$ cat src/rtl/sa_ctrl_pkg.sv
// Shared definitions for the systolic-array tile controller.
// Holds the FSM state encoding and the default array and counter sizes.
package sa_ctrl_pkg;
  localparam int ARRAY_N_DEF = 4;
  localparam int CNT_W_DEF   = 8;

  typedef enum logic [2:0] {
    S_IDLE   = 3'd0,
    S_LOAD_W = 3'd1,
    S_STREAM = 3'd2,
    S_DRAIN  = 3'd3,
    S_DONE   = 3'd4
  } state_e;
endpackage

$ cat src/rtl/sa_skew_line.sv
// 1-bit delay line with a tap after every stage.
// o_q[k] is i_d delayed by k+1 cycles.
// Ports:
//   clk, rst (async, active-high)
//   i_clr  synchronous clear of every stage
//   i_d    input bit
//   o_q    tapped outputs, DEPTH bits
module sa_skew_line #(
  parameter int DEPTH = 1
) (
  input  logic             clk,
  input  logic             rst,
  input  logic             i_clr,
  input  logic             i_d,
  output logic [DEPTH-1:0] o_q
);
  logic [DEPTH-1:0] r_sh;

  always_ff @(posedge clk or posedge rst) begin
    if (rst) begin
      r_sh <= '0;
    end else if (i_clr) begin
      r_sh <= '0;
    end else begin
      r_sh[0] <= i_d;
      for (int k = 1; k < DEPTH; k++) r_sh[k] <= r_sh[k-1];
    end
  end

  assign o_q = r_sh;
endmodule

$ cat src/rtl/sa_tile_scheduler.sv
// Tile sequencer for an ARRAY_N x ARRAY_N systolic array.
// A tile has three phases. First it loads ARRAY_N weight rows. Then it
// streams num_vec activation vectors, with skewed per-row injection. Finally
// it drains for 2*ARRAY_N cycles until the last column result leaves the
// array. A one-cycle done pulse follows the drain.
// Ports:
//   clk, rst (async, active-high)
//   start, num_vec     tile request; sampled only in IDLE
//   abort              synchronous return to IDLE; all delay lines cleared
//   w_valid/w_ready    weight-row handshake; weight_en = accepted row
//   a_valid/a_ready    activation handshake; act_row_en[0] = accepted vector
//   act_row_en         per-row injection strobes, row r lags row r-1 by 1 cycle
//   col_valid          per-column result strobes, col c lags row 0 by ARRAY_N+c cycles
//   busy, done, state  status and debug outputs
// ARRAY_N must be at least 2.
module sa_tile_scheduler
  import sa_ctrl_pkg::*;
#(
  parameter int ARRAY_N = ARRAY_N_DEF,
  parameter int CNT_W   = CNT_W_DEF
) (
  input  logic               clk,
  input  logic               rst,
  input  logic               start,
  input  logic [CNT_W-1:0]   num_vec,
  input  logic               abort,
  input  logic               w_valid,
  output logic               w_ready,
  output logic               weight_en,
  input  logic               a_valid,
  output logic               a_ready,
  output logic [ARRAY_N-1:0] act_row_en,
  output logic [ARRAY_N-1:0] col_valid,
  output logic               busy,
  output logic               done,
  output logic [2:0]         state
);
  state_e           r_state;
  logic [CNT_W-1:0] r_cnt;      // weight rows in LOAD_W, drain cycles in DRAIN
  logic [CNT_W-1:0] r_vec;
  logic [CNT_W-1:0] r_num_vec;
  logic             r_w_ready;
  logic             r_a_ready;
  logic             r_busy;
  logic             r_done;

  logic               w_act0;
  logic [ARRAY_N-2:0] w_act_taps;

  assign weight_en = w_valid & r_w_ready;
  assign w_act0    = a_valid & r_a_ready;

  always_ff @(posedge clk or posedge rst) begin
    if (rst) begin
      r_state   <= S_IDLE;
      r_cnt     <= '0;
      r_vec     <= '0;
      r_num_vec <= '0;
      r_w_ready <= 1'b0;
      r_a_ready <= 1'b0;
      r_busy    <= 1'b0;
      r_done    <= 1'b0;
    end else if (abort) begin
      r_state   <= S_IDLE;
      r_cnt     <= '0;
      r_vec     <= '0;
      r_w_ready <= 1'b0;
      r_a_ready <= 1'b0;
      r_busy    <= 1'b0;
      r_done    <= 1'b0;
    end else begin
      r_done <= 1'b0;
      case (r_state)
        S_IDLE: if (start) begin
          r_state   <= S_LOAD_W;
          r_num_vec <= num_vec;
          r_cnt     <= '0;
          r_vec     <= '0;
          r_w_ready <= 1'b1;
          r_busy    <= 1'b1;
        end
        S_LOAD_W: if (weight_en) begin
          if (r_cnt == CNT_W'(ARRAY_N - 1)) begin
            r_cnt     <= '0;
            r_w_ready <= 1'b0;
            if (r_num_vec != '0) begin
              r_state   <= S_STREAM;
              r_a_ready <= 1'b1;
            end else begin
              r_state <= S_DONE;
              r_done  <= 1'b1;
            end
          end else begin
            r_cnt <= r_cnt + CNT_W'(1);
          end
        end
        S_STREAM: if (w_act0) begin
          // Compare against num_vec-1 so that num_vec = 2^CNT_W-1 never wraps.
          r_vec <= r_vec + CNT_W'(1);
          if (r_vec == r_num_vec - CNT_W'(1)) begin
            r_state   <= S_DRAIN;
            r_a_ready <= 1'b0;
          end
        end
        S_DRAIN: begin
          if (r_cnt == CNT_W'(2 * ARRAY_N - 1)) begin
            r_cnt   <= '0;
            r_state <= S_DONE;
            r_done  <= 1'b1;
          end else begin
            r_cnt <= r_cnt + CNT_W'(1);
          end
        end
        S_DONE: begin
          r_state <= S_IDLE;
          r_busy  <= 1'b0;
        end
        default: begin
          r_state   <= S_IDLE;
          r_busy    <= 1'b0;
          r_w_ready <= 1'b0;
          r_a_ready <= 1'b0;
        end
      endcase
    end
  end

  // Row skew: row r sees the vector r cycles after row 0.
  sa_skew_line #(.DEPTH(ARRAY_N - 1)) u_act_skew (
    .clk   (clk),
    .rst   (rst),
    .i_clr (abort),
    .i_d   (w_act0),
    .o_q   (w_act_taps)
  );

  assign act_row_en = {w_act_taps, w_act0};

  // Column c result appears c+1 cycles after the bottom row is injected.
  sa_skew_line #(.DEPTH(ARRAY_N)) u_col_skew (
    .clk   (clk),
    .rst   (rst),
    .i_clr (abort),
    .i_d   (act_row_en[ARRAY_N-1]),
    .o_q   (col_valid)
  );

  assign w_ready = r_w_ready;
  assign a_ready = r_a_ready;
  assign busy    = r_busy;
  assign done    = r_done;
  assign state   = r_state;
endmodule

$ cat config.mk
export PLATFORM = sky130hd
export DESIGN_NAME = sa_tile_scheduler
export DESIGN_NICKNAME = d
export VERILOG_FILES = /design/src/rtl/sa_ctrl_pkg.sv /design/src/rtl/sa_skew_line.sv /design/src/rtl/sa_tile_scheduler.sv
export SDC_FILE = /design/constraint.sdc
export NUM_CORES = 1
export LEC_CHECK = 0
export CORE_AREA = 2 2 67 69
export CTS_BUF_LIST = sky130_fd_sc_hd__clkbuf_16
export DETAILED_ROUTE_END_ITERATION = 8
export DIE_AREA = 0 0 69 71
export PLACE_DENSITY = 0.88
export SLEW_MARGIN = 20
export SYNTH_ARGS = -nofsm -noshare
export SYNTH_HDL_FRONTEND = slang
export SYNTH_HIERARCHICAL = 1
export SYNTH_SLANG_ARGS = --single-unit
$ cat constraint.sdc
create_clock -name clk -period 2.5 [get_ports clk]
set_input_delay 0.375 -clock clk [delete_from_list [all_inputs] [get_ports clk]]
set_output_delay 0.375 -clock clk [all_outputs]
set_load 0.05 [all_outputs]
==> results.yml <==
yosys:
  synth_commonest_cells: "dfrtp_1 (38), o21ai_0 (20), nand2_1 (18), inv_1 (13), nor2b_1 (12)"
  synth-seq-area-share: 0.434
  synth.area.top_cells: "dfrtp_1 (43%), o21ai_0 (4.6%), mux2_2 (4.1%), nor2b_1 (3.4%), o31ai_1 (3.4%)"
  synth_top_cell_by_area: "dfrtp_1"
  yosysWarnings: 6
  syn-num-nets: 244
  synth_top_cell_area_share: 0.434
  synth_edf_count: 0
  syn_area_mm2: 0.00219
  ys_ff_latch: 38
  async_reset_ff_frac: 1.00
  synthMostInstantiatedCell: "dfrtp_1"
  synth_flop_cell: "dfrtp_1"
  avgSynthCellArea_um2: 9.66
  yosysUniqueCellTypes: 57
  syn_inst: 227
final_layout:
  n_antenna_cell: 0
  drive_above_1_share: 0.130
  multi_input_area_mm2: 0.00113
  final.fill_count: 332
  fin_nets: 277
  area_delta_synth_final_pct: 21.9
  seq_area_um2: 951
detailed_routing:
  drc: 0
  drt_first_pass_iters: 4
  vias: 1859
  wl_per_cell_um: 16.2
  final_antenna_net_count: 0
  first_iter_violations: 160
  via_per_inst: 5.94
  routed_wirelength_mm: 5.09
cts:
  cts_resized: 0
  postCtsHoldBufs: 0
  post_cts_buffers: 0
  insertion_delay_ns: 0.28
  htreeDepth: 2
  cts_tree: "yes"
  clk_pin_slew_ns: 0.06
  cts_made_buffers: 5
  clock_sinks: 38
  clockBufferDepth: 2
  root_buffer: "clkbuf_16"
power_and_ir_drop:
  p_total_mw: 2.33
  p_sw_uw: 861
  p_per_area_mw_per_mm2: 870
  seq_power_share: 0.379
  intPower_mw: 1.46
  peakVddDrop_uv: 340
  clock_power_share: 0.254
  swShare: 0.370
  p_comb_frac: 0.367
  p_leak_nw: 1.16
sta:
  final-setup-viol-count: 0
  rsz0062_at_grt: "false"
  fmax_mhz: 451
  tns_ns: 0
  fin_crit_sh: 0.887
  drv_slew: 0
  slew_headroom: 0.573
  clock_skew_ns: 0.00360
  min_period_ns: 2.22
  worst_pin_slew_ns: 0.624
  finalWorstSetupSlack_ns: 0.283
  final_hold_viol_count: 0
floorplan:
  die_area_mm2: 0.00490
  rows: 24
  initial_core_util: 0.521
  die_x_um: 69
  core_area_mm2: 0.00420
  io_pins: 30
  die_h_um: 71
placement:
  hpwl_mm: 3.59
  pre_cts_ws_ns: 0.236
  port_buffers: 29
  routabilityCongestion: 0.913
worst_hold_path:
  hp-class: "input port to asynchronous set/reset pin"
worst_setup_path:
  crit_path_start_kind: "flip-flop"
  crit_required_ns: 2.66
  path_max_fanout: 6
  crit_arrival_ns: 2.37
  cp-end-kind: "flip-flop"
  critical_path_class: "flip-flop to flip-flop"
global_route:
  grt_pass1_vias: 1928
  track_usage: 0.215
  grt_pass1_wl_mm: 8.48
  grt.overflow.total: 0
  antenna_found_initial: 0
  grt_max_degree: 32
status:
  status: "completed"
flow_run:
  drv_cap: 0
sequential cells by signal, indices dropped and copies added, names as in the netlist:
name / count
r_vec: 8
w_ready: 1
r_num_vec: 8
state: 3
busy: 1
u_act_skew/o_q: 3
u_col_skew/o_q: 4
a_ready: 1
done: 1
r_cnt: 8
power groups by stage:
stage	registers, mW	clock network (mW)	logic (mW)
2_1_floorplan	0.915	0	0.579
3_3_place_gp	0.884	0	0.811
3_5_place_dp	0.890	0	0.837
4_1_cts	0.879	0.600	0.851
5_1_grt	0.898	0.634	0.923
6_report	0.880	0.592	0.853
per-layer routing:
| metal | vias up | global-route usage | routed length [µm] | share of wire |
|---|---|---|---|---|
| li1 | 880 | - | - | - |
| met1 | 912 | 0.249 | 2210 | 0.43 |
| met3 | 17 | 0.0470 | 197 | 0.039 |
| met2 | 50 | 0.375 | 2520 | 0.50 |
| met4 | 0 | 0.109 | 158 | 0.031 |
| met5 | - | 0 | 0 | 0 |
worst max-delay path: stages, from the launching register on:
cell	delay, ns
dfrtp_1	0.42
inv_1	0.08
ha_1	0.27
nor4b_1	0.53
a2111oi_0	0.27
o211ai_1	0.25
o311a_1	0.20
o31ai_1	0.07
layout make-up:
type,instances,area share
Multi-Input combinational cell,166,0.423
Sequential cell,38,0.356
Timing Repair Buffer,36,0.126
Clock buffer,5,0.0468
Tap cell,52,0.0244
Inverter,13,0.0183
Clock inverter,3,0.00468
logic make-up (layout without fill, tap and decap cells):
logic type / Yosys count / count (layout) / synth area share
AO/OA/AOI/OAI: 57 / 57 / 0.183
XOR/XNOR: 12 / 12 / 0.0548
adder cells (fa/ha/maj): 3 / 3 / 0.0171
buffers and inverters: 23 / 57 / 0.0502
flip-flops: 38 / 38 / 0.434
multiplexers: 8 / 8 / 0.0411
AND/OR/NAND/NOR: 86 / 86 / 0.220
cells in the final DEF (no fill, tap or decap), drive strengths merged, types with 2 or more instances in the layout:
master	n
a211o	2
a21oi	6
a311oi	2
a31oi	2
and3	7
buf	9
clkbuf	5
clkdlybuf4s50	27
clkinv	2
dfrtp	38
ha	3
inv	14
mux2	8
nand2	18
nand2b	4
nand3	10
nand4	2
nor2	12
nor2b	12
nor3	4
nor4	2
nor4b	2
o21a	2
o21ai	21
o31ai	10
or2	4
or3b	2
xnor2	5
xor2	6
stage by stage:
stage	area, µm²	hold WS (ns)	std cells	util
detailed placement	2530	0.467	305	0.603
finish	2670	0.341	313	0.635
global route	2670	0.348	313	0.635
global placement	2530	0.459	305	0.603
CTS	2670	0.348	313	0.635
floorplan	2190	0.129	227	-
worst paths after layout:
check	startpoint	endpoint	slack, ns	cells past startpoint
worst max-delay path	r_num_vec[0]	a_ready	0.28	7
worst min-delay path	rst	u_act_skew/o_q[2]	0.34	2
worst max register to register	r_num_vec[0]	a_ready	0.28	7
worst min register to register	busy	busy	0.49	2
max in group asynchronous	rst	r_num_vec[0]	1.65	3
min in group clk	busy	busy	0.49	2
No activity file was read; power rests on OpenSTA's default activity.
